## src/rtl/gray_ptr_sync.sv

```systemverilog
// Brings a foreign-domain Gray pointer into clk_i and polices its steps.
// Each new synchronised value pulses changed_o; multi-bit steps also raise step_err_o.
module gray_ptr_sync #(
   parameter int unsigned WIDTH         = 4,
   parameter int unsigned SYNC_STAGES   = 2,
   parameter int unsigned ERR_CNT_WIDTH = 8
) (
   input  logic                     clk_i,
   input  logic                     rst_i,
   input  logic [WIDTH-1:0]         gray_async_i,
   input  logic                     clr_err_i,
   output logic [WIDTH-1:0]         gray_sync_o,
   output logic                     changed_o,
   output logic                     step_err_o,
   output logic                     err_sticky_o,
   output logic [ERR_CNT_WIDTH-1:0] err_count_o
);

   localparam int unsigned LAST = SYNC_STAGES - 1;
   localparam logic [ERR_CNT_WIDTH-1:0] CNT_MAX = '1;

   logic [WIDTH-1:0]         sync_q [SYNC_STAGES];
   logic [WIDTH-1:0]         sync_d [SYNC_STAGES];
   logic [WIDTH-1:0]         gray_sync_q, gray_sync_d;
   logic [WIDTH-1:0]         diff;
   logic                     changed_q, changed_d;
   logic                     step_err_q, step_err_d;
   logic                     err_sticky_q, err_sticky_d;
   logic [ERR_CNT_WIDTH-1:0] err_count_q, err_count_d;

   // Plain flop chain: only the last stage fans out.
   always_comb begin
      sync_d[0] = gray_async_i;
      for (int k = 1; k < SYNC_STAGES; k++) begin
         sync_d[k] = sync_q[k-1];
      end
   end

   always_comb begin
      gray_sync_d  = sync_q[LAST];
      diff         = sync_q[LAST] ^ gray_sync_q;
      changed_d    = (diff != '0);
      // More than one bit set iff clearing the lowest set bit leaves something.
      step_err_d   = ((diff & (diff - WIDTH'(1))) != '0);
      err_sticky_d = err_sticky_q;
      err_count_d  = err_count_q;
      if (clr_err_i) begin
         err_sticky_d = step_err_d;
         err_count_d  = step_err_d ? ERR_CNT_WIDTH'(1) : '0;
      end else if (step_err_d) begin
         err_sticky_d = 1'b1;
         if (err_count_q != CNT_MAX) begin
            err_count_d = err_count_q + ERR_CNT_WIDTH'(1);
         end
      end
   end

   always_ff @(posedge clk_i) begin
      if (rst_i) begin
         for (int k = 0; k < SYNC_STAGES; k++) begin
            sync_q[k] <= '0;
         end
         gray_sync_q  <= '0;
         changed_q    <= 1'b0;
         step_err_q   <= 1'b0;
         err_sticky_q <= 1'b0;
         err_count_q  <= '0;
      end else begin
         for (int k = 0; k < SYNC_STAGES; k++) begin
            sync_q[k] <= sync_d[k];
         end
         gray_sync_q  <= gray_sync_d;
         changed_q    <= changed_d;
         step_err_q   <= step_err_d;
         err_sticky_q <= err_sticky_d;
         err_count_q  <= err_count_d;
      end
   end

   assign gray_sync_o  = gray_sync_q;
   assign changed_o    = changed_q;
   assign step_err_o   = step_err_q;
   assign err_sticky_o = err_sticky_q;
   assign err_count_o  = err_count_q;

endmodule

```

## config.mk

```make
export PLATFORM = sky130hd
export DESIGN_NAME = gray_ptr_sync
export DESIGN_NICKNAME = d
export VERILOG_FILES = /design/src/rtl/gray_ptr_sync.sv
export SDC_FILE = /design/constraint.sdc
export NUM_CORES = 1
export LEC_CHECK = 0
export CAP_MARGIN = 10
export CELL_PAD_IN_SITES_DETAIL_PLACEMENT = 1
export CELL_PAD_IN_SITES_GLOBAL_PLACEMENT = 1
export CORE_MARGIN = 5
export CORE_UTILIZATION = 40
export DETAILED_ROUTE_END_ITERATION = 10
export PLACE_DENSITY_LB_ADDON = 0.1
export REMOVE_ABC_BUFFERS = 1
export SKIP_CTS_REPAIR_TIMING = 1
export SYNTH_ARGS = -nofsm -noshare
export SYNTH_HDL_FRONTEND = slang
export SYNTH_SLANG_ARGS = --single-unit
export TNS_END_PERCENT = 5
```

## constraint.sdc

```tcl
create_clock -name clk_i -period 2.6 [get_ports clk_i]
set_input_delay 0.52 -clock clk_i [delete_from_list [all_inputs] [get_ports clk_i]]
set_output_delay 0.52 -clock clk_i [all_outputs]
set_load 0.05 [all_outputs]
```

Word level (Yosys, flattened, before mapping)
Memory sizes are Yosys's and may differ from the RTL's. Cells that the tools add are included.

Register bits after elaboration: 15. Bits in writable memories: 8. Bits of input ports: 7. Output and inout bits: 15. Logic and storage cells: 29. Memories: 1.

$add $sub $neg: 2. Eq/ne operators: 1. Multiplexer cells: 11. Bitwise gates (word level): 4. Reduce and logical (&&, ||, !) cells: 5.

Memories: sync_q (depth 2, width 4, rd ports 2, clocked after memory_dff 0, write ports 2, line 22) `logic [WIDTH-1:0] sync_q [SYNC_STAGES];`.

Operators with widths (number): 8-bit 2-to-1 mux (3); 8-bit by 1-bit adder with 8-bit output (second input constant) (1); 4-bit 2-to-1 mux (2); 8-bit != test (second input constant) (1); 4-bit nonzero test (2); 1-bit 2-to-1 mux (6); 4-bit AND (1); 2-bit nonzero test (2); 4-bit by 1-bit subtractor with 4-bit output (second input constant) (1); 4-bit bitwise XOR (1); 1-bit bitwise OR (2); 2-bit AND reduction (1).

Logic depth before layout (Yosys ltp)
Depth in word-level cells: 6. Mapped depth: 5. Gate-level depth less buffers: 5.

Worst setup path before layout
No wires, ideal clock.

Path type: register to register. Start point: reg err_count_q[1], in the netlist err_count_o[1]. End point: reg err_count_q[0], in the netlist err_count_o[0]. Library setup time: 0.122 ns. Arrival time: 1.884 ns. Data required time: 2.478 ns. Path slack: 0.594 ns. Cell stages (with the launch flop): 6. Buffers on the path: 0. Period minus slack after synthesis: 2.006 ns. Path through: dfxtp_1 -> ha_1 -> nand3_1 -> o41ai_1 -> a2111oi_0 -> a311o_1.

Cells in the longest elaborated chain, start to end: 3.

RTL lines: from (decl) (line 29) `logic [ERR_CNT_WIDTH-1:0] err_count_q, err_count_d;`; from (signal assigned) (line 76) `err_count_q <= err_count_d;`; 8-bit != test (line 52) `if (err_count_q != CNT_MAX) begin`; 2-bit nonzero test (no source line); 2-bit AND reduction (no source line).

No other way between the ends. A chain may end at the register's enable or synchronous reset.

Final worst setup path
Start point: reg err_count_q[3], in the netlist err_count_o[3]. End point: out err_count_o[3].

RTL lines: to (decl) (line 16) `output logic [ERR_CNT_WIDTH-1:0] err_count_o`.

No word-level cell between the ends.

==> flow_summary.yaml <==
outcome:
  status: "finished, final reports clean"
clock_tree:
  cts_tree: "done"
  cts_max_level: 1
  cts_sinks: 23
  cts.reportedPaths.clkPinSlew_ns: 0.12
  clk_latency_ns: 0.31
  cts_buffer_depth: 2
  root_buffer: "clkbuf_4"
  numCtsBuffers: 3
synth:
  synth.distinct_cells: 37
  ys_ff_latch: 23
  synthSimpleGateAreaFrac_pct: 23.4
  ys_seq_area_share_pct: 43.9
  synth_compound_area_share_pct: 20.7
  synth_fa_ha_area_share_pct: 1.19
  syn_area_um2: 1050
  synth-xor-area-share_pct: 8.34
  synth_mux_area_share_pct: 0
  synth_top_family_by_area: "simple AND/OR/NAND/NOR gates"
  synth_cells: 104
  ys_warn_count: 0
  avgSynthCellArea_um2: 10.1
placement:
  dp_hpwl_mm: 1.92
  routabilityCongestion: 0.809
  io_buffers: 21
  dp.cells: 153
cells_and_area:
  final_cells: 157
  fillers: 293
  n_antenna_cell: 0
  fin_util_pct: 52.8
  regArea_um2: 460
  multi_input_area_um2: 563
  area_delta_synth_final_pct: 25.7
  drive_gt1_share_pct: 9.45
  nNetsFinal: 136
detailed_routing:
  drt_wl_total_mm: 2.58
  wl_per_cell_um: 16.5
  ant_nets: 0
  dr.pass1.iters: 6
  drt_iter0_drc: 40
  vias_per_cell: 5.77
  drc_errors: 0
  vias: 906
critical_path:
  critPathArrivalTime_ns: 1.66
  cp.required_ns: 2.08
  crit_buf_inv: 1
  endpoint_kind: "output pin"
  worstPathCellList: "clkdlybuf4s50_1"
  critPathMaxStageDelay_ns: 0.86
  crit_family: "buffers and inverters"
  critical_path_class: "reg2out"
  worst-path-max-fanout: 9
  worstSetupStartpointType: "flop"
  slowest_stage: "clkdlybuf4s50_1"
sta:
  setup_tns_ns: 0
  final_max_slew_viol_count: 0
  finalCriticalPeriod_ns: 2.18
  finalSetupViolCount: 0
  worstMarginPinSlew_ns: 0.577
  fmax_mhz: 459
  rsz0062_at_grt: "false"
  finClkSkew_ns: 0.00121
  slew_headroom_pct: 61.5
  fin_crit_sh_pct: 83.9
  finalHoldViolations: 0
global_route:
  grt_antenna_before_repair: 0
  overflow: 0
  grt_pass1_wl_mm: 4.49
  grt_max_degree: 16
  grt_usage_pct: 16.3
  grt_pass1_vias: 924
die:
  dieHeight_um: 61.2
  core_area_um2: 2500
  rows: 18
  die_w_um: 61.2
  dieArea_um2: 3750
  boundaryPins: 22
  start_util_pct: 42.0
pwr:
  power.density_nw_per_um2: 490
  peakVddDrop_mv: 0.291
  p_leak_uw: 0.000445
min_path:
  hp-class: "reg2reg"
run:
  drv_cap: 0
-- power by group --
group          internal, uW  switching [uW]  leakage [uW]  total (uW)
clock network          60.0             106     0.0000150         166
logic                  39.2            69.5      0.000242         109
registers               364            8.21      0.000188         372
-- per-layer routing --
layer / routed length (um) / vias to the layer above / track usage [%]
met2: 1310 / 17 / 28.9
li1: - / 436 / -
met3: 114 / 4 / 3.56
met1: 1130 / 449 / 19.4
met4: 35 / 0 / 5.57
met5: 0 / - / 0
-- Yosys cell counts, drive strengths merged --
cell	n	share of area (%)
nand2	5	1.8
nor2b	12	7.2
nand3	4	1.9
a211oi	5	5.2
o21a	1	0.72
nand4	1	0.60
o21ai	1	0.48
nor4b	1	0.83
o31a	1	0.95
and2	1	0.60
and4	1	0.83
ha	1	1.2
or4	2	1.4
a21oi	2	0.95
inv	4	1.4
nor2	3	1.1
o41ai	2	1.7
a41oi	1	0.83
a311o	1	0.95
o31ai	1	0.72
xor2	4	8.3
a211o	2	1.8
o211ai	1	0.72
dfxtp	23	44
and3	2	1.2
clkbuf	3	1.1
nor3	6	2.9
o311ai	1	0.83
nor4	4	2.4
a31oi	4	2.4
a311oi	1	0.83
nor3b	1	0.72
a2111oi	2	1.7
-- through the flow --
step                      worst slack (ns)  hold slack [ns]  power [uW]  instance area (um^2)
final                                0.419            0.451         647                  1320
after global routing                 0.329            0.466         685                  1320
after CTS                            0.397            0.458         657                  1320
after detailed placement             0.579            0.426         489                  1290
after global placement               0.610            0.416         486                  1290
after floorplan                      0.594            0.414         446                  1040
-- cell type report --
type | count | area share, %
clock buffers | 4 | 1.99
inverters | 4 | 1.14
multi-input cells | 74 | 42.7
flip-flops and latches | 23 | 34.9
well taps | 30 | 2.84
repair buffers | 22 | 16.5
-- final timing paths --
check	startpoint	to	slack, ns	depth (start not counted)
worst max-delay path	err_count_o[3]$_SDFFE_PP0P_	err_count_o[3]	0.42	1
worst min-delay path	sync_q[0][1]$_SDFF_PP0_	sync_q[0][5]$_SDFF_PP0_	0.45	1
worst max register to register	err_count_o[0]$_SDFFE_PP0P_	err_count_o[2]$_SDFFE_PP0P_	0.72	5
worst min register to register	sync_q[0][1]$_SDFF_PP0_	sync_q[0][5]$_SDFF_PP0_	0.45	1
-- layout by cell type, fill, tap and decap left out, types with 2 or more instances in the layout --
| cell | synthesis | routed |
|---|---|---|
| nand3_1 | 4 | 4 |
| xor2_2 | 2 | 2 |
| o41ai_1 | 2 | 2 |
| clkbuf_4 | 0 | 3 |
| a21oi_1 | 2 | 2 |
| nor4_1 | 4 | 4 |
| nor2_1 | 3 | 3 |
| clkdlybuf4s50_1 | 0 | 21 |
| or4_1 | 2 | 2 |
| nor3_1 | 6 | 6 |
| inv_1 | 4 | 4 |
| dfxtp_1 | 23 | 23 |
| nand2_1 | 5 | 5 |
| a31oi_1 | 4 | 4 |
| and3_1 | 2 | 2 |
| a211oi_1 | 3 | 3 |
| a2111oi_0 | 2 | 2 |
| xor2_4 | 2 | 2 |
| nor2b_1 | 12 | 12 |
-- logic make-up after synthesis --
kind of cell	after synthesis
flops	23
simple gates	43
xor+xnor	4
fa+ha+maj	1
compound gates	26
buf+inv	7
-- sequential cells by signal (all words and copies together) (netlist names) --
name          flops
err_count_o       8
sync_q            8
gray_sync_o       4
changed_o         1
err_sticky_o      1
step_err_o        1
(Power assumes the default switching activity.)
